<file path="config.mk">
export PLATFORM = sky130hd
export DESIGN_NAME = ks_pluck_ctrl
export DESIGN_NICKNAME = d
export VERILOG_FILES = /design/src/rtl/ks_pluck_ctrl.sv
export SDC_FILE = /design/constraint.sdc
export NUM_CORES = 1
export LEC_CHECK = 0
export CAP_MARGIN = 30
export CORE_UTILIZATION = 40
export DETAILED_ROUTE_END_ITERATION = 6
export PLACE_DENSITY = 0.71
export RECOVER_POWER = 50
export SLEW_MARGIN = 15
export SYNTH_ARGS = -nofsm -noshare
export SYNTH_HDL_FRONTEND = slang
export SYNTH_SLANG_ARGS = --single-unit
</file>
<file path="constraint.sdc">
create_clock -name clk_i -period 2.05 [get_ports clk_i]
set_input_delay 0.3075 -clock clk_i [delete_from_list [all_inputs] [get_ports clk_i]]
set_output_delay 0.3075 -clock clk_i [all_outputs]
set_load 0.03 [all_outputs]
</file>
<file path="src/rtl/ks_pluck_ctrl.sv">
// ks_pluck_ctrl: note-request controller for the Karplus-Strong string voice.
// Arbitrates note-on requests from the host (source 0) and the step sequencer
// (source 1). Each accepted note is sequenced as:
//   LOAD (period settles) -> PLUCK (clean pluck pulse) -> BURST (period + guard).
// freeze_o is gated off while a note is in progress, so the delay line is never
// frozen while a burst is being written.
//
// Ports:
//   clk_i, rst_i                   clock, asynchronous active-high reset
//   req0_valid_i/period_i/ready_o  host request handshake
//   req1_valid_i/period_i/ready_o  sequencer request handshake
//   rr_mode_i                      0 = req0 priority, 1 = round robin
//   hold_i                         host freeze request (honoured only in IDLE)
//   abort_i                        terminate the current note early
//   period_o, pluck_o, freeze_o    string controls
//   busy_o                         note in progress
//   grant_id_o                     source of the current or last note
//   note_done_o                    one-cycle pulse at note end or abort
module ks_pluck_ctrl #(
  parameter int unsigned DATA_WIDTH     = 8,
  parameter int unsigned MAX_LENGTH     = 256,
  parameter int unsigned PLUCK_HOLD     = 4,
  parameter int unsigned GUARD          = 4,
  parameter int unsigned DEFAULT_PERIOD = 128
) (
  input  logic                  clk_i,
  input  logic                  rst_i,
  input  logic                  req0_valid_i,
  input  logic [DATA_WIDTH-1:0] req0_period_i,
  output logic                  req0_ready_o,
  input  logic                  req1_valid_i,
  input  logic [DATA_WIDTH-1:0] req1_period_i,
  output logic                  req1_ready_o,
  input  logic                  rr_mode_i,
  input  logic                  hold_i,
  input  logic                  abort_i,
  output logic [DATA_WIDTH-1:0] period_o,
  output logic                  pluck_o,
  output logic                  freeze_o,
  output logic                  busy_o,
  output logic                  grant_id_o,
  output logic                  note_done_o
);

  localparam int unsigned CNT_W = $clog2(MAX_LENGTH + GUARD) + 1;

  typedef enum logic [1:0] {StIdle, StLoad, StPluck, StBurst} state_e;

  state_e                r_state, w_state_next;
  logic [CNT_W-1:0]      r_cnt, w_cnt_next;
  logic [DATA_WIDTH-1:0] r_period, w_period_next;
  logic                  r_grant, w_grant_next;
  logic                  r_last, w_last_next;
  logic                  r_done, w_done_next;
  logic                  r_freeze, w_freeze_next;

  logic                  w_idle;
  logic                  w_sel;
  logic                  w_hs;
  logic [DATA_WIDTH-1:0] w_req_period;
  logic [DATA_WIDTH-1:0] w_clamped;

  assign w_idle = (r_state == StIdle);

  // Source select: round robin only matters under contention; otherwise the
  // single valid source (or req0 in fixed mode) wins.
  assign w_sel        = (rr_mode_i && req0_valid_i && req1_valid_i) ? ~r_last : ~req0_valid_i;
  assign req0_ready_o = w_idle && req0_valid_i && !w_sel;
  assign req1_ready_o = w_idle && req1_valid_i && w_sel;
  assign w_hs         = req0_ready_o || req1_ready_o;
  assign w_req_period = w_sel ? req1_period_i : req0_period_i;

  always_comb begin
    w_clamped = w_req_period;
    if (32'(w_req_period) < 32'd2) begin
      w_clamped = DATA_WIDTH'(2);
    end else if (32'(w_req_period) > MAX_LENGTH) begin
      w_clamped = DATA_WIDTH'(MAX_LENGTH);
    end
  end

  always_comb begin
    w_state_next  = r_state;
    w_cnt_next    = r_cnt;
    w_period_next = r_period;
    w_grant_next  = r_grant;
    w_last_next   = r_last;
    w_done_next   = 1'b0;
    // Freeze follows hold only while staying idle; a starting note forces it low.
    w_freeze_next = w_idle && !w_hs && hold_i;

    unique case (r_state)
      StIdle: begin
        if (w_hs) begin
          w_state_next  = StLoad;
          w_period_next = w_clamped;
          w_grant_next  = w_sel;
          w_last_next   = w_sel;
        end
      end
      StLoad: begin
        w_state_next = StPluck;
        w_cnt_next   = CNT_W'(PLUCK_HOLD - 1);
      end
      StPluck: begin
        if (r_cnt == '0) begin
          w_state_next = StBurst;
          w_cnt_next   = CNT_W'(r_period) + CNT_W'(GUARD - 1);
        end else begin
          w_cnt_next = r_cnt - 1'b1;
        end
      end
      StBurst: begin
        if (r_cnt == '0) begin
          w_state_next = StIdle;
          w_done_next  = 1'b1;
        end else begin
          w_cnt_next = r_cnt - 1'b1;
        end
      end
      default: w_state_next = StIdle;
    endcase

    if (!w_idle && abort_i) begin
      w_state_next = StIdle;
      w_cnt_next   = '0;
      w_done_next  = 1'b1;
    end
  end

  always_ff @(posedge clk_i or posedge rst_i) begin
    if (rst_i) begin
      r_state  <= StIdle;
      r_cnt    <= '0;
      r_period <= DATA_WIDTH'(DEFAULT_PERIOD);
      r_grant  <= 1'b0;
      r_last   <= 1'b1;
      r_done   <= 1'b0;
      r_freeze <= 1'b0;
    end else begin
      r_state  <= w_state_next;
      r_cnt    <= w_cnt_next;
      r_period <= w_period_next;
      r_grant  <= w_grant_next;
      r_last   <= w_last_next;
      r_done   <= w_done_next;
      r_freeze <= w_freeze_next;
    end
  end

  assign period_o    = r_period;
  assign pluck_o     = (r_state == StPluck);
  assign busy_o      = !w_idle;
  assign freeze_o    = r_freeze;
  assign grant_id_o  = r_grant;
  assign note_done_o = r_done;

endmodule

</file>
[After elaboration in Yosys (flattened, before gate mapping)]
Cells that the tools add are included.
Storage, ports and cells
  flip-flop bits (word level): 24
  input port bits: 23
  logic and storage cells: 53
Cells by class
  add/subtract/negate cells: 2
  order comparisons: 1
  equality and inequality tests: 7
  multiplexer cells: 15
  bitwise logic cells: 2
  reductions and logical operators: 19
Operators with widths (number)
  10-bit two-way mux: 3
  10-bit one-hot mux with 3 select lines: 1
  8-bit two-way mux: 2
  10-bit zero test: 1
  10-bit by 1-bit subtractor with 10-bit output (second input constant): 1
  8-bit by 2-bit adder with 9-bit output (second input constant): 1
  1-bit logical AND: 9
  8-bit by 2-bit < comparator with 1-bit output (second input constant): 1
  2-bit two-way mux: 4
  2-bit one-hot mux with 4 select lines: 1
  3-bit by 1-bit inequality test with 1-bit output (second input constant): 2
  3-bit inequality test (second input constant): 2
  2-bit == test (second input constant): 2
  1-bit two-way mux: 4
  2-bit AND reduction: 2
  4-bit nonzero test: 1
  1-bit zero test: 3
  3-bit AND reduction: 1
  2-bit by 1-bit == test with 1-bit output (second input constant): 1
  2-bit zero test: 1
  1-bit NOT: 2
  1-bit logical OR: 1

[Depth between registers and ports, before layout]
Gate-level depths: netlist of the first run.
  word-level depth: 9
  depth in mapped cells: 7
  depth with buffers taken out: 7

[Worst setup path after synthesis of the first run]
Ideal clock, no wire load.
  path type: reg-to-reg
  start: reg r_cnt[0]
  end: reg r_cnt[0]
  arrival time: 1.725 ns
  required time: 1.929 ns
  setup slack: 0.204 ns
  stages on the path, launching flop included: 7
  path buffers: 0
  clock period less this slack: 1.846 ns
  path through: dfrtp_1 > inv_1 > ha_1 > or4b_4 > nor4_2 > o221ai_1 > a22o_1
Between the ends
  word-level cells in the longest chain between the ends: 4
Ends and longest elaborated chain
  start: declaration: line 50  | logic [CNT_W-1:0] r_cnt, w_cnt_next;
  start signal: assignment: line 142  | r_cnt <= w_cnt_next;
  10-bit by 1-bit subtractor with 10-bit output or 10-bit zero test (tied branches)
  10-bit two-way mux (on tied branches): line 114, 106
  10-bit one-hot mux with 3 select lines: line 92  | unique case (r_state)
  10-bit two-way mux: line 124  | if (!w_idle && abort_i) begin
Parallel ways exist; a longest one is shown, timed or not. The select of a mux whose other input is x is not followed.
A chain may end at the register's enable or synchronous reset.

[Worst setup path after layout of the first run]
  start: reg r_cnt[1]
  end: reg r_cnt[0]
Between the ends
  word-level cells in the longest chain between the ends: 4
Ends and longest elaborated chain
  10-bit zero test (*): line 106, 114
  10-bit two-way mux: line 106  | if (r_cnt == '0) begin
  10-bit one-hot mux with 3 select lines: line 92
  10-bit two-way mux: line 124
Mark *: on every way between the ends. The rest lies on a longest branch, timed or not.

==> summary.txt, run 1 <==
outcome: finished with violations
failing checks: setup timing
cell area after synthesis: 0.00162 sq mm
number of buffers inserted for hold repair after clock tree synthesis: 0
cell types occupying the most area after synthesis: sky130_fd_sc_hd__dfrtp_1, sky130_fd_sc_hd__o21ai_0, sky130_fd_sc_hd__mux2i_1, sky130_fd_sc_hd__ha_1, sky130_fd_sc_hd__nand2_1
Die Ht: 65.6 um
die area: 0.00430 sq mm
post-synthesis register bit count: 24
Avg Synthesized Cell Area: 8.79 sq um
classification of the worst-slack hold path: in -> async
total global routing track utilization: 22.0%
CTS tree: yes
synth warn: 0
clk root buf: sky130_fd_sc_hd__clkbuf_8
highest-delay cell along the critical path: sky130_fd_sc_hd__or4b_4
Ports: 38
count of flip-flops with a built-in enable after synthesis: 0
Rel. slew slack: 19.3%
count of unresolved DRC violations after routing: 0
Final period util: 101%
chip width: 65.6 um
commonest register cell after synthesis: sky130_fd_sc_hd__dfrtp_1
share of layout cells above drive strength 1: 16.9%
wire length of the first global-routing pass: 7.24 mm
required time of the critical path: 2.27 ns
area added between synthesis and finish: 39.8%
maximum root-to-sink buffer count: 2
capturing element of the worst setup path: r_cnt[0]
sequential element share of the synthesized area: 37.3%
antenna-violating nets left: 0
number of antenna violations at the first check in global routing: 0
startpoint type of the worst setup path: flip-flop
Via Count: 1652
top cell type by total area after synthesis: sky130_fd_sc_hd__dfrtp_1
clock latency at the later pin of the worst-skew pair: 0.28 ns
per-cell via count in the routed design: 5.80
placer's final routability congestion estimate: 0.970
Crit path max-delay family: simple AND/OR/NAND/NOR gates
count of port buffers added during placement: 37
area of the placeable core: 0.00377 sq mm
Fin Clk Skew: 0.0163 ns
fraction of post-synthesis cell area in the top cell type by area: 34.0%
Post-Place Setup Slack: -0.0167 ns
final HPWL from detailed placement: 3.24 mm
per-cell routed wire length: 15.8 um
first-iteration detailed-routing DRC count: 128
Routed WL: 4.51 mm
Worst IR Drop VDD: 714 uV
count of final max-slew check failures: 0
Worst R2R Setup Slack: -0.02 ns
fin worst setup slack: -0.0211 ns
setup tns final: -0.0211 ns
Syn Inst Count: 184
effective utilization at floorplan: 42.9%
largest fanout on the critical path: 6
count of nets after finishing: 267
fin crit period: 2.07 ns
Worst setup startpoint: r_cnt[1]
endpoints failing setup: 1
number of cells on the worst reg-to-reg path: 7
H-tree lvl count: 1
leakage dissipation: 1.00 nW
number of buffer and inverter stages on the critical path: 1
areal power density over the cells: 1610 mW/mm^2
via count of the first global-routing pass: 1634
unrepaired setup endpoints after global routing: true
crit-path max cell delay: 0.53 ns
nets in the synthesized netlist: 213
first drt pass iteration count: 5
number of sinks on the clock net: 24
grt ovf: 0
critical register-to-register path startpoint: r_cnt[1]
Worst Tran Pin Value: 1.21 ns
post-CTS clock slew at the launch and capture registers of the worst setup and hold paths: 0.10 ns
arrival time of the worst setup path: 2.29 ns
number of rows in the core area: 22
Async SR Flop Fraction: 100%
total of max-cap violations: 0
start-to-end type of the worst setup path: reg -> reg
total count of hold-check failures in the final report: 0
reg2reg end: r_cnt[0]
smallest hold slack: 0.346 ns
cell count along the critical path: 7
Cell Chain, Critical Path: inv_2 -> ha_4 -> or4b_4 -> nor3_4 -> nand2_1 -> o221ai_1 -> a22o_1
pin count of the biggest net entering global routing: 23
Inserted Diodes: 0
peak clock frequency supported by timing: 483 MHz
CP Capture Type: flip-flop
count of unique library cells instantiated by Yosys: 48
clock buffer count from CTS: 3
fillcell total: 329
==> routing by layer <==
metal  wire length [um]  global-route usage [%]  share of wire, %  up-vias
li1                   -                       -                 -      787
met1               1830                    25.3                41      752
met2               2140                    36.9                47       90
met3                345                    6.25               7.6       23
met4                201                    11.7               4.5        0
met5                  0                       0                 0        -
==> metrics by stage <==
stage          utilization [%]  instances  area (sq um)  power [mW]
3_5_place_dp              56.0        276          2110        3.03
2_1_floorplan                -        184          1620        2.29
6_report                  60.0        285          2260        3.64
4_1_cts                   57.7        280          2180        3.37
5_1_grt                   60.0        285          2260        3.89
3_3_place_gp              56.0        276          2110        3.00
==> how the worst min path moves through the flow <==
stage               start         end  depth (start not counted)
6_report            rst_i  grant_id_o                          2
5_1_grt             rst_i  grant_id_o                          2
4_1_cts             rst_i  grant_id_o                          2
3_5_place_dp   grant_id_o  grant_id_o                          1
3_3_place_gp   grant_id_o  grant_id_o                          1
2_1_floorplan       rst_i    freeze_o                          1
==> area by class of cell <==
class / instances / area [sq um] / share of cell area [%]
Multi-Input combinational cell: 145 / 1020 / 45.2
Sequential cell: 24 / 603 / 26.7
Tap cell: 48 / 60.1 / 2.66
Inverter: 10 / 37.5 / 1.66
Timing Repair Buffer: 54 / 494 / 21.9
Clock buffer: 4 / 45.0 / 1.99
==> synth_stat cells (all sizes together), types with 2 or more instances <==
| library cell | n |
|---|---|
| a21o | 3 |
| a21oi | 3 |
| a22o | 3 |
| a2bb2oi | 3 |
| a31oi | 3 |
| and3 | 3 |
| clkbuf | 4 |
| dfrtp | 22 |
| dfstp | 2 |
| ha | 6 |
| inv | 10 |
| mux2i | 8 |
| nand2 | 18 |
| nand2b | 2 |
| nand3 | 4 |
| nand4 | 2 |
| nor2 | 17 |
| nor3 | 7 |
| nor4 | 7 |
| o211ai | 2 |
| o21ai | 23 |
| o221ai | 2 |
| o2bb2ai | 2 |
| or2 | 2 |
| or3 | 2 |
| xnor2 | 4 |
| xor2 | 3 |
==> report_power, final <==
group,total [mW],switching (mW),leakage [nW],internal (mW)
Clock,0.298,0.159,0.0228,0.139
Sequential,0.911,0.234,0.303,0.676
Combinational,2.43,1.36,0.674,1.06
Total,3.64,1.76,1.00,1.88
==> timing repair <==
action,in CTS,in global routing
resized for setup,4,14
buffers inserted,0,5
pin swaps,0,4
cloned,0,0
endpoints found under the setup margin,7,13
==> cell usage in the layout, fill, tap and decap left out, types with 2 or more instances in the layout <==
cell type	count
sky130_fd_sc_hd__nand2b_1	2
sky130_fd_sc_hd__a31oi_1	3
sky130_fd_sc_hd__clkbuf_8	3
sky130_fd_sc_hd__inv_1	8
sky130_fd_sc_hd__nor3_1	5
sky130_fd_sc_hd__clkdlybuf4s50_1	32
sky130_fd_sc_hd__a21o_1	3
sky130_fd_sc_hd__xnor2_1	4
sky130_fd_sc_hd__nand3_1	3
sky130_fd_sc_hd__nor4_1	5
sky130_fd_sc_hd__mux2i_1	8
sky130_fd_sc_hd__o21ai_1	2
sky130_fd_sc_hd__or2_2	2
sky130_fd_sc_hd__o21ai_0	20
sky130_fd_sc_hd__a2bb2oi_1	3
sky130_fd_sc_hd__nand4_1	2
sky130_fd_sc_hd__and3_1	3
sky130_fd_sc_hd__dfstp_2	2
sky130_fd_sc_hd__clkbuf_1	2
sky130_fd_sc_hd__nand2_1	18
sky130_fd_sc_hd__a22o_1	3
sky130_fd_sc_hd__xor2_1	3
sky130_fd_sc_hd__a21oi_1	3
sky130_fd_sc_hd__o211ai_1	2
sky130_fd_sc_hd__dfrtp_1	22
sky130_fd_sc_hd__buf_4	17
sky130_fd_sc_hd__inv_2	2
sky130_fd_sc_hd__o2bb2ai_1	2
sky130_fd_sc_hd__nor2_1	17
sky130_fd_sc_hd__ha_1	5
sky130_fd_sc_hd__or3_1	2
sky130_fd_sc_hd__nor4_4	2
==> registers in the layout, indices dropped and copies added, names as in the netlist <==
register and count:
freeze_o 1, r_state 2, r_last 1, period_o 8
grant_id_o 1, note_done_o 1, r_cnt 10
==> cell families (layout without fill, tap and decap cells) <==
kind of cell | Yosys count | after routing | share of synthesized area, %
compound gates | 52 | 52 | 21.2
flops | 24 | 24 | 37.3
simple gates | 72 | 72 | 24.6
mux | 8 | 8 | 4.95
fa+ha+maj | 6 | 6 | 4.64
xor+xnor | 7 | 7 | 3.79
buf+inv | 15 | 68 | 3.56
Note: power is estimated with default switching activity, not from simulation.
==> inputs of run 2 (changes only) <==
--- a/config.mk
+++ b/config.mk
@@ -8,6 +8,7 @@
 export CAP_MARGIN = 30
 export CORE_UTILIZATION = 40
 export DETAILED_ROUTE_END_ITERATION = 6
+export GPL_ROUTABILITY_DRIVEN = 0
 export PLACE_DENSITY = 0.71
 export RECOVER_POWER = 50
 export SLEW_MARGIN = 15
==> results of run 2 <==
The final DEF is identical to that of run 1; final timing and power are the same.
